--- config.mk ---
export PLATFORM = sky130hd
export DESIGN_NAME = snax_dream_csr_manager
export DESIGN_NICKNAME = d
export VERILOG_FILES = /design/src/rtl/snax_dream_csr_pkg.sv /design/src/rtl/snax_dream_csr_rsp_reg.sv /design/src/rtl/snax_dream_csr_manager.sv
export SDC_FILE = /design/constraint.sdc
export NUM_CORES = 1
export LEC_CHECK = 0
export CORE_ASPECT_RATIO = 1.4
export CORE_UTILIZATION = 25
export DETAILED_ROUTE_END_ITERATION = 8
export SYNTH_ARGS = -nofsm -noshare
export SYNTH_HDL_FRONTEND = slang
export SYNTH_SLANG_ARGS = --single-unit
--- constraint.sdc ---
create_clock -name clk_i -period 2.85 [get_ports clk_i]
set_input_delay 0.7125 -clock clk_i [delete_from_list [all_inputs] [get_ports clk_i]]
set_output_delay 0.7125 -clock clk_i [all_outputs]
set_load 0.1 [all_outputs]
--- src/rtl/snax_dream_csr_pkg.sv ---
// ============================================================================
// Module   : snax_dream_csr_pkg
// Brief    : Shared FSM state encoding and CSR address-map helpers.
//            Optional feature macro: SNAX_DREAM_CSR_PERF_EN
// Revision : 1.0
// ============================================================================
`default_nettype none

package snax_dream_csr_pkg;

    localparam int unsigned STATE_W = 1;
    typedef logic [STATE_W-1:0] state_t;

    localparam logic [0:0] ST_IDLE   = 1'b0;
    localparam logic [0:0] ST_LAUNCH = 1'b1;

    localparam int unsigned PERF_W = 32;

    function automatic int unsigned ro_base_addr(input int unsigned rw_count);
        return rw_count;
    endfunction

    function automatic int unsigned start_addr(input int unsigned rw_count,
                                               input int unsigned ro_count);
        return rw_count + ro_count;
    endfunction

    function automatic int unsigned perf_addr(input int unsigned rw_count,
                                              input int unsigned ro_count);
        return start_addr(rw_count, ro_count) + 1;
    endfunction

endpackage

`default_nettype wire

--- src/rtl/snax_dream_csr_rsp_reg.sv ---
// ============================================================================
// Module   : snax_dream_csr_rsp_reg
// Brief    : One-entry valid/ready holding register for CSR read responses.
//            Optional feature macro: SNAX_DREAM_CSR_PERF_EN (unused here)
// Revision : 1.0
// ============================================================================
`default_nettype none

module snax_dream_csr_rsp_reg #(
    parameter int unsigned DataWidth = 32
) (
    input  logic                 clk_i,
    input  logic                 rst_ni,
    input  logic                 in_valid_i,
    input  logic [DataWidth-1:0] in_data_i,
    output logic                 in_ready_o,
    output logic                 out_valid_o,
    output logic [DataWidth-1:0] out_data_o,
    input  logic                 out_ready_i
);

    logic                 valid_q, valid_d;
    logic [DataWidth-1:0] data_q, data_d;

    // Accepts a new entry in the same cycle the held one drains.
    assign in_ready_o  = ~valid_q | out_ready_i;
    assign out_valid_o = valid_q;
    assign out_data_o  = data_q;

    always_comb begin
        valid_d = valid_q;
        data_d  = data_q;
        if (in_valid_i && in_ready_o) begin
            valid_d = 1'b1;
            data_d  = in_data_i;
        end else if (out_ready_i) begin
            valid_d = 1'b0;
        end
    end

    always_ff @(posedge clk_i) begin
        if (!rst_ni) begin
            valid_q <= 1'b0;
            data_q  <= '0;
        end else begin
            valid_q <= valid_d;
            data_q  <= data_d;
        end
    end

endmodule

`default_nettype wire

--- src/rtl/snax_dream_csr_manager.sv ---
// ============================================================================
// Module   : snax_dream_csr_manager
// Brief    : CSR front-end: RW config regs, RO status regs and a launch FSM.
//            Optional feature macro: SNAX_DREAM_CSR_PERF_EN (launch cycle counter)
// Revision : 1.0
// ============================================================================
`default_nettype none

module snax_dream_csr_manager
    import snax_dream_csr_pkg::*;
#(
    parameter int unsigned RegRWCount   = 3,
    parameter int unsigned RegROCount   = 2,
    parameter int unsigned RegDataWidth = 32,
    parameter int unsigned RegAddrWidth = 32
) (
    input  logic                                   clk_i,
    input  logic                                   rst_ni,
    input  logic [RegAddrWidth-1:0]                csr_req_addr_i,
    input  logic [RegDataWidth-1:0]                csr_req_data_i,
    input  logic                                   csr_req_write_i,
    input  logic                                   csr_req_valid_i,
    output logic                                   csr_req_ready_o,
    output logic [RegDataWidth-1:0]                csr_rsp_data_o,
    output logic                                   csr_rsp_valid_o,
    input  logic                                   csr_rsp_ready_i,
    output logic [RegRWCount-1:0][RegDataWidth-1:0] csr_reg_set_o,
    output logic                                   csr_reg_set_valid_o,
    input  logic                                   csr_reg_set_ready_i,
    input  logic [RegROCount-1:0][RegDataWidth-1:0] csr_reg_ro_set_i
);

    localparam logic [RegAddrWidth-1:0] RW_END  = RegAddrWidth'(RegRWCount);
    localparam logic [RegAddrWidth-1:0] RO_BASE = RegAddrWidth'(ro_base_addr(RegRWCount));
    localparam logic [RegAddrWidth-1:0] S_ADDR  = RegAddrWidth'(start_addr(RegRWCount, RegROCount));

    logic [0:0]                              state_q, state_d;
    logic [RegRWCount-1:0][RegDataWidth-1:0] rw_q, rw_d;
    logic                                    rsp_in_ready;
    logic                                    is_rw_addr;
    logic                                    wr_fire;
    logic                                    rd_fire;
    logic [RegDataWidth-1:0]                 rd_data;

    assign is_rw_addr = (csr_req_addr_i < RW_END);

    // RW writes stall during a launch so the accelerator sees stable config.
    assign csr_req_ready_o = rst_ni & rsp_in_ready &
                             ~((state_q == ST_LAUNCH) & csr_req_write_i & is_rw_addr);

    assign wr_fire = csr_req_valid_i & csr_req_ready_o &  csr_req_write_i;
    assign rd_fire = csr_req_valid_i & csr_req_ready_o & ~csr_req_write_i;

    assign csr_reg_set_o       = rw_q;
    assign csr_reg_set_valid_o = (state_q == ST_LAUNCH);

`ifdef SNAX_DREAM_CSR_PERF_EN
    localparam logic [RegAddrWidth-1:0] PERF_ADDR = RegAddrWidth'(perf_addr(RegRWCount, RegROCount));

    logic [PERF_W-1:0] perf_q, perf_d;

    always_comb begin
        perf_d = perf_q;
        if ((state_q == ST_IDLE) && (state_d == ST_LAUNCH)) begin
            perf_d = '0;
        end else if ((state_q == ST_LAUNCH) && (perf_q != '1)) begin
            perf_d = perf_q + PERF_W'(1);
        end
    end

    always_ff @(posedge clk_i) begin
        if (!rst_ni) begin
            perf_q <= '0;
        end else begin
            perf_q <= perf_d;
        end
    end
`endif

    always_comb begin
        rd_data = '0;
        for (int unsigned i = 0; i < RegRWCount; i++) begin
            if (csr_req_addr_i == RegAddrWidth'(i)) rd_data = rw_q[i];
        end
        for (int unsigned i = 0; i < RegROCount; i++) begin
            if (csr_req_addr_i == RO_BASE + RegAddrWidth'(i)) rd_data = csr_reg_ro_set_i[i];
        end
        if (csr_req_addr_i == S_ADDR) begin
            rd_data = {{(RegDataWidth-1){1'b0}}, (state_q == ST_LAUNCH)};
        end
`ifdef SNAX_DREAM_CSR_PERF_EN
        if (csr_req_addr_i == PERF_ADDR) rd_data = RegDataWidth'(perf_q);
`endif
    end

    always_comb begin
        rw_d    = rw_q;
        state_d = state_q;
        if (wr_fire) begin
            for (int unsigned i = 0; i < RegRWCount; i++) begin
                if (csr_req_addr_i == RegAddrWidth'(i)) rw_d[i] = csr_req_data_i;
            end
        end
        // Launch requests are only honoured from IDLE; ready only from LAUNCH.
        if (state_q == ST_IDLE) begin
            if (wr_fire && (csr_req_addr_i == S_ADDR) && csr_req_data_i[0]) begin
                state_d = ST_LAUNCH;
            end
        end else if (csr_reg_set_ready_i) begin
            state_d = ST_IDLE;
        end
    end

    always_ff @(posedge clk_i) begin
        if (!rst_ni) begin
            state_q <= ST_IDLE;
            rw_q    <= '0;
        end else begin
            state_q <= state_d;
            rw_q    <= rw_d;
        end
    end

    snax_dream_csr_rsp_reg #(
        .DataWidth (RegDataWidth)
    ) u_rsp_reg (
        .clk_i       (clk_i),
        .rst_ni      (rst_ni),
        .in_valid_i  (rd_fire),
        .in_data_i   (rd_data),
        .in_ready_o  (rsp_in_ready),
        .out_valid_o (csr_rsp_valid_o),
        .out_data_o  (csr_rsp_data_o),
        .out_ready_i (csr_rsp_ready_i)
    );

endmodule

`default_nettype wire

## Yosys cells after proc, flatten, opt, wreduce, memory -nomap -nowiden

Cells that the tools add are included.

| word-level totals | value |
|---|---|
| output and inout bits | 131 |
| logic and storage cells | 42 |
| register bits after elaboration | 130 |
| input bits | 134 |

| cells by class | value |
|---|---|
| mux-type cells | 11 |
| order comparisons | 1 |
| reductions and logical operators | 8 |
| equal/unequal tests | 5 |
| bitwise gates (word level) | 11 |

Operators by type and width:

| kind | count |
|---|---|
| 32-bit 2-to-1 mux | 6 |
| 32-bit by 2-bit == test with 1-bit output, second input constant | 2 |
| 32-bit by 3-bit == test with 1-bit output, second input constant | 2 |
| 32-bit by 1-bit == test with 1-bit output, second input constant | 1 |
| 32-bit zero test | 1 |
| 32-bit by 2-bit < comparator with 1-bit output, second input constant | 1 |
| 1-bit bitwise AND | 7 |
| 2-bit AND reduction | 3 |
| 1-bit 2-to-1 mux | 5 |
| 1-bit logical AND | 3 |
| 1-bit inverter | 3 |
| 2-bit nonzero test | 1 |
| 1-bit bitwise OR | 1 |

## Longest topological paths before layout

| logic depth | value |
|---|---|
| depth in word-level cells | 10 |
| gate-level depth with buffers | 7 |
| gate-level depth less buffers | 5 |

## Modules after synthesis

Synthesis repeated with hierarchy kept, for this count alone.

| second synthesis, totals | value |
|---|---|
| cell total of the unflattened synthesis | 668 |
| area, all modules | 6382.4 um2 |

By module, submodules not included:

| module | times used | area each (um2) | cells an instance | sequential area each (um2) |
|---|---|---|---|---|
| snax_dream_csr_manager | 1 | 5024.8 | 524 | 1941.9 |
| snax_dream_csr_rsp_reg | 1 | 1357.6 | 144 | 660.6 |

## Worst setup path after synthesis

No wires, ideal clock.

| timing | value |
|---|---|
| kind | in2out |
| start | input port rst_ni |
| end | output port csr_req_ready_o |
| required time | 2138 ps |
| path buffers | 2 |
| setup slack | -1333 ps |
| arrival time | 3470 ps |
| stages on the path | 3 |
| path through | clkbuf_1 clkbuf_1 nor3b_1 |

| between the ends | value |
|---|---|
| longest elaborated chain between the ends | 2 |

Ends and longest elaborated chain:

| element | line | source |
|---|---|---|
| start, declared | snax_dream_csr_manager.sv:18 | `input logic rst_ni,` |
| 1-bit bitwise AND (2 in a row) | snax_dream_csr_manager.sv:48 | `assign csr_req_ready_o = rst_ni & rsp_in_ready &` |
| end, declared | snax_dream_csr_manager.sv:23 | `output logic csr_req_ready_o,` |

No other way between the ends.

## Worst setup path after layout

| timing | value |
|---|---|
| start | input port csr_req_addr_i[31] |
| end | output port csr_req_ready_o |

| between the ends | value |
|---|---|
| longest elaborated chain between the ends | 4 |

Ends and longest elaborated chain:

| element | line | source |
|---|---|---|
| start, declared | snax_dream_csr_manager.sv:19 | `input logic [RegAddrWidth-1:0] csr_req_addr_i,` |
| 32-bit by 2-bit < comparator with 1-bit output | snax_dream_csr_manager.sv:45 | `assign is_rw_addr = (csr_req_addr_i < RW_END);` |
| 1-bit bitwise AND | snax_dream_csr_manager.sv:49 | `~((state_q == ST_LAUNCH) & csr_req_write_i & is_rw_addr);` |
| 1-bit inverter | snax_dream_csr_manager.sv:49 |  |
| 1-bit bitwise AND | snax_dream_csr_manager.sv:48 |  |

No other way between the ends.

==> impl_metrics.env <==
export IMPL_worst_hold_slack_ps=464
export IMPL_synth_mux_area_frac=0.169
export IMPL_port_buffers=264
export IMPL_rsz0062_at_grt="true"
export IMPL_hold_path_end="u_rsp_reg.out_data_o[0]"
export IMPL_synth_xor_area_frac=0
export IMPL_regArea_um2=2600
export IMPL_htreeDepth=4
export IMPL_start_util=0.256
export IMPL_switching_power_mw=1.19
export IMPL_antenna_left=0
export IMPL_slowest_delay_ps=550
export IMPL_detailed_place_hpwl_um=15700
export IMPL_setup_violations=1
export IMPL_slowest_stage="or4_4"
export IMPL_end_kind="primary output"
export IMPL_peakVddDrop_v=0.000376
export IMPL_avgSynthCellArea_um2=9.39
export IMPL_final_cells=1242
export IMPL_powerDensity_nw_per_um2=483
export IMPL_drive_gt1_frac=0.317
export IMPL_die_height_um=188
export IMPL_synth_cells=656
export IMPL_cp_arrival_ps=2290
export IMPL_fp_dieW_um=135
export IMPL_synth_nets=790
export IMPL_clk_latency_ps=410
export IMPL_final_cell_mix="161 x buf_4, 142 x nand2_1, 130 x dfxtp_1, 114 x clkdlybuf4s50_1, 63 x o21ai_0"
export IMPL_hold_depth=2
export IMPL_dpl_cell_count=1206
export IMPL_synth_cell_types=41
export IMPL_drt_iter0_drc=288
export IMPL_layout_setup_ws_ps=-154
export IMPL_crit_top_cell="or4_4"
export IMPL_fin_worst_skew_ps=7.40
export IMPL_p_seq_frac=0.399
export IMPL_ys_seq_area_frac=0.423
export IMPL_max_freq_mhz=333
export IMPL_tns_ps=-154
export IMPL_synthSimpleGateAreaFrac=0.207
export IMPL_overflow=0
export IMPL_p_int_mw=3.45
export IMPL_fillCellCount=2405
export IMPL_final_min_clock_period_ps=3000
export IMPL_cts_path_max_buffers=2
export IMPL_wl_met2_um=11900
export IMPL_hold_viol_final=0
export IMPL_p_comb_frac=0.132
export IMPL_vias_per_cell=4.73
export IMPL_post_route_period_util=1.05
export IMPL_cts_tree="built"
export IMPL_drcViolationCount=0
export IMPL_path_cells="buf_6 -> or4_4 -> or4_4 -> nor3_4 -> nor3b_4 -> buf_12"
export IMPL_reg2reg_to="csr_reg_set_o[31]"
export IMPL_slew_viol_final=0
export IMPL_grt_antenna_before_repair=1
export IMPL_async_flop_share=0
export IMPL_core_um2=24100
export IMPL_ys_warn_count=0
export IMPL_root_buffer="clkbuf_16"
export IMPL_routedLengthMet1_um=8810
export IMPL_path_class="in2out"
export IMPL_wl_met3_um=875
export IMPL_maxCapViolCount=0
export IMPL_tightest_slew_ps=735
export IMPL_grt_max_degree=164
export IMPL_power_leakage_nw=3.89
export IMPL_vias=5878
export IMPL_r2r_slack_ps=960
export IMPL_p_clk_frac=0.469
export IMPL_p_sw_frac=0.256
export IMPL_worstPathMaxFanout=2
export IMPL_holdBufCountCts=0
export IMPL_status="complete, but fails checks"
export IMPL_synth_top_family_by_area="simple AND/OR/NAND/NOR gates"
export IMPL_fin_area_um2=9600
export IMPL_place_area_um2=8990
export IMPL_ys_ff_latch=130
export IMPL_grt_usage=0.175
export IMPL_dieArea_um2=25300
export IMPL_synth_compound_gate_area_share=0.159
export IMPL_grt_pass1_wl_um=33900
export IMPL_syn_area_um2=6160
export IMPL_start_kind="primary input"
export IMPL_dr_pass1_iters=5
export IMPL_rr_worst_depth=6
export IMPL_routedWlPerCell_um=17.8
export IMPL_violations="negative setup slack"
export IMPL_r2r_start="u_rsp_reg.out_valid_o"
export IMPL_path_clk_slew_ps=60
export IMPL_routed_wl_um=22100
export IMPL_clock_sinks=130
export IMPL_highest_layer="met4"
export IMPL_synth_ff_type="dfxtp_1"
export IMPL_row_count=67
export IMPL_maxSlewHeadroom=0.510
export IMPL_min_from="u_rsp_reg.out_data_o[0]"
export IMPL_grt_pass1_vias=5960
export IMPL_place_gp_congestion=0.757
export IMPL_required_ps=2140
export IMPL_synth_adder_area_share=0
export IMPL_layout_commonest_cell="buf_4"
export IMPL_numCtsBuffers=17
export IMPL_synth_edf_count=0
export IMPL_areaGrowthSynthToFinish_pct=55.9
export IMPL_final_nets=1052
export IMPL_multiInputGateArea_um2=3360
export IMPL_utilization=0.399
export IMPL_hp_class="reg2reg"
export IMPL_ios=265
-- per-layer routing --
metal	up-vias	GRT usage
met3	27	0.0308
met5	-	0
met2	161	0.325
met4	0	0.0661
li1	2879	-
met1	2811	0.196
-- how the worst max path moves through the flow --
stage	from	to	slack [ps]
final	csr_req_addr_i[31]	csr_req_ready_o	-150
after floorplan	csr_req_addr_i[13]	csr_req_ready_o	-20
after global placement	csr_req_addr_i[4]	u_rsp_reg.out_data_o[17]	-500
after global routing	csr_req_addr_i[31]	csr_req_ready_o	-180
after CTS	csr_req_addr_i[31]	csr_req_ready_o	-200
after detailed placement	csr_req_addr_i[4]	u_rsp_reg.out_data_o[17]	-590
-- worst max-delay path, delay by kind of cell --
family	cells	cell delay (ps)
buf+inv	2	260
simple gates	4	1310
-- cells in the mapped netlist, types with 2 or more instances --
library cell / count / area share
or4_1: 2 / 0.0024
nand2b_1: 31 / 0.031
or4_4: 2 / 0.0037
nand2_2: 20 / 0.020
nand4_1: 3 / 0.0030
a221oi_1: 31 / 0.044
a21boi_0: 4 / 0.0049
nand3_1: 36 / 0.029
o21a_1: 2 / 0.0024
dfxtp_1: 130 / 0.42
inv_1: 3 / 0.0018
buf_6: 3 / 0.0055
a21boi_2: 20 / 0.037
a21boi_1: 10 / 0.012
mux4_2: 31 / 0.11
nor2_1: 5 / 0.0030
nor2b_1: 3 / 0.0030
nand2_1: 142 / 0.087
o21ai_0: 63 / 0.051
nor4_1: 5 / 0.0051
and2_1: 2 / 0.0020
nor3_1: 4 / 0.0033
or3_1: 2 / 0.0020
mux2i_1: 33 / 0.054
buf_1: 7 / 0.0043
buf_2: 8 / 0.0065
clkbuf_1: 40 / 0.024
-- power groups by stage --
stage / clock [mW] / combinational (mW) / sequential [mW]
final: 2.18 / 0.611 / 1.85
after global routing: 2.32 / 0.646 / 1.85
after CTS: 2.23 / 0.613 / 1.85
after detailed placement: 0 / 0.614 / 1.89
after global placement: 0 / 0.614 / 1.89
after floorplan: 0 / 0.177 / 2.04
-- cell type report --
type,instances,share of cell area
inverter,3,0.00117
clock buffer,20,0.0476
sequential,130,0.271
tap,310,0.0404
clock inverter,12,0.0137
multi-input combinational,465,0.350
antenna,1,0.000261
timing repair buffer,301,0.276
-- logic make-up (layout without fill, tap and decap cells) --
kind of cell    after synthesis  after routing
compound gates              136            136
buf+inv                      61            336
flops                       130            130
mux                          65             65
other cells                   0              1
simple gates                264            264
-- state kept, by name (all words and copies together), names as in the netlist --
| register | flops |
|---|---|
| u_rsp_reg.out_valid_o | 1 |
| csr_reg_set_valid_o | 1 |
| csr_reg_set_o | 96 |
| u_rsp_reg.out_data_o | 32 |
-- metrics by stage --
stage          total power [mW]  setup slack (ps)
2_1_floorplan              2.21             -20.1
3_3_place_gp               2.50              -501
3_5_place_dp               2.50              -591
4_1_cts                    4.69              -199
5_1_grt                    4.82              -183
6_report                   4.64              -154
-- repair_timing --
action / 4_1_cts / 5_1_grt
gates cloned: 0 / 0
setup endpoints to repair: 66 / 28
buffers inserted: 3 / 0
pin swaps: 7 / 5
hold endpoints to repair: 0 / 0
gates resized for setup: 36 / 8
Power figures use the tool's default switching activity.
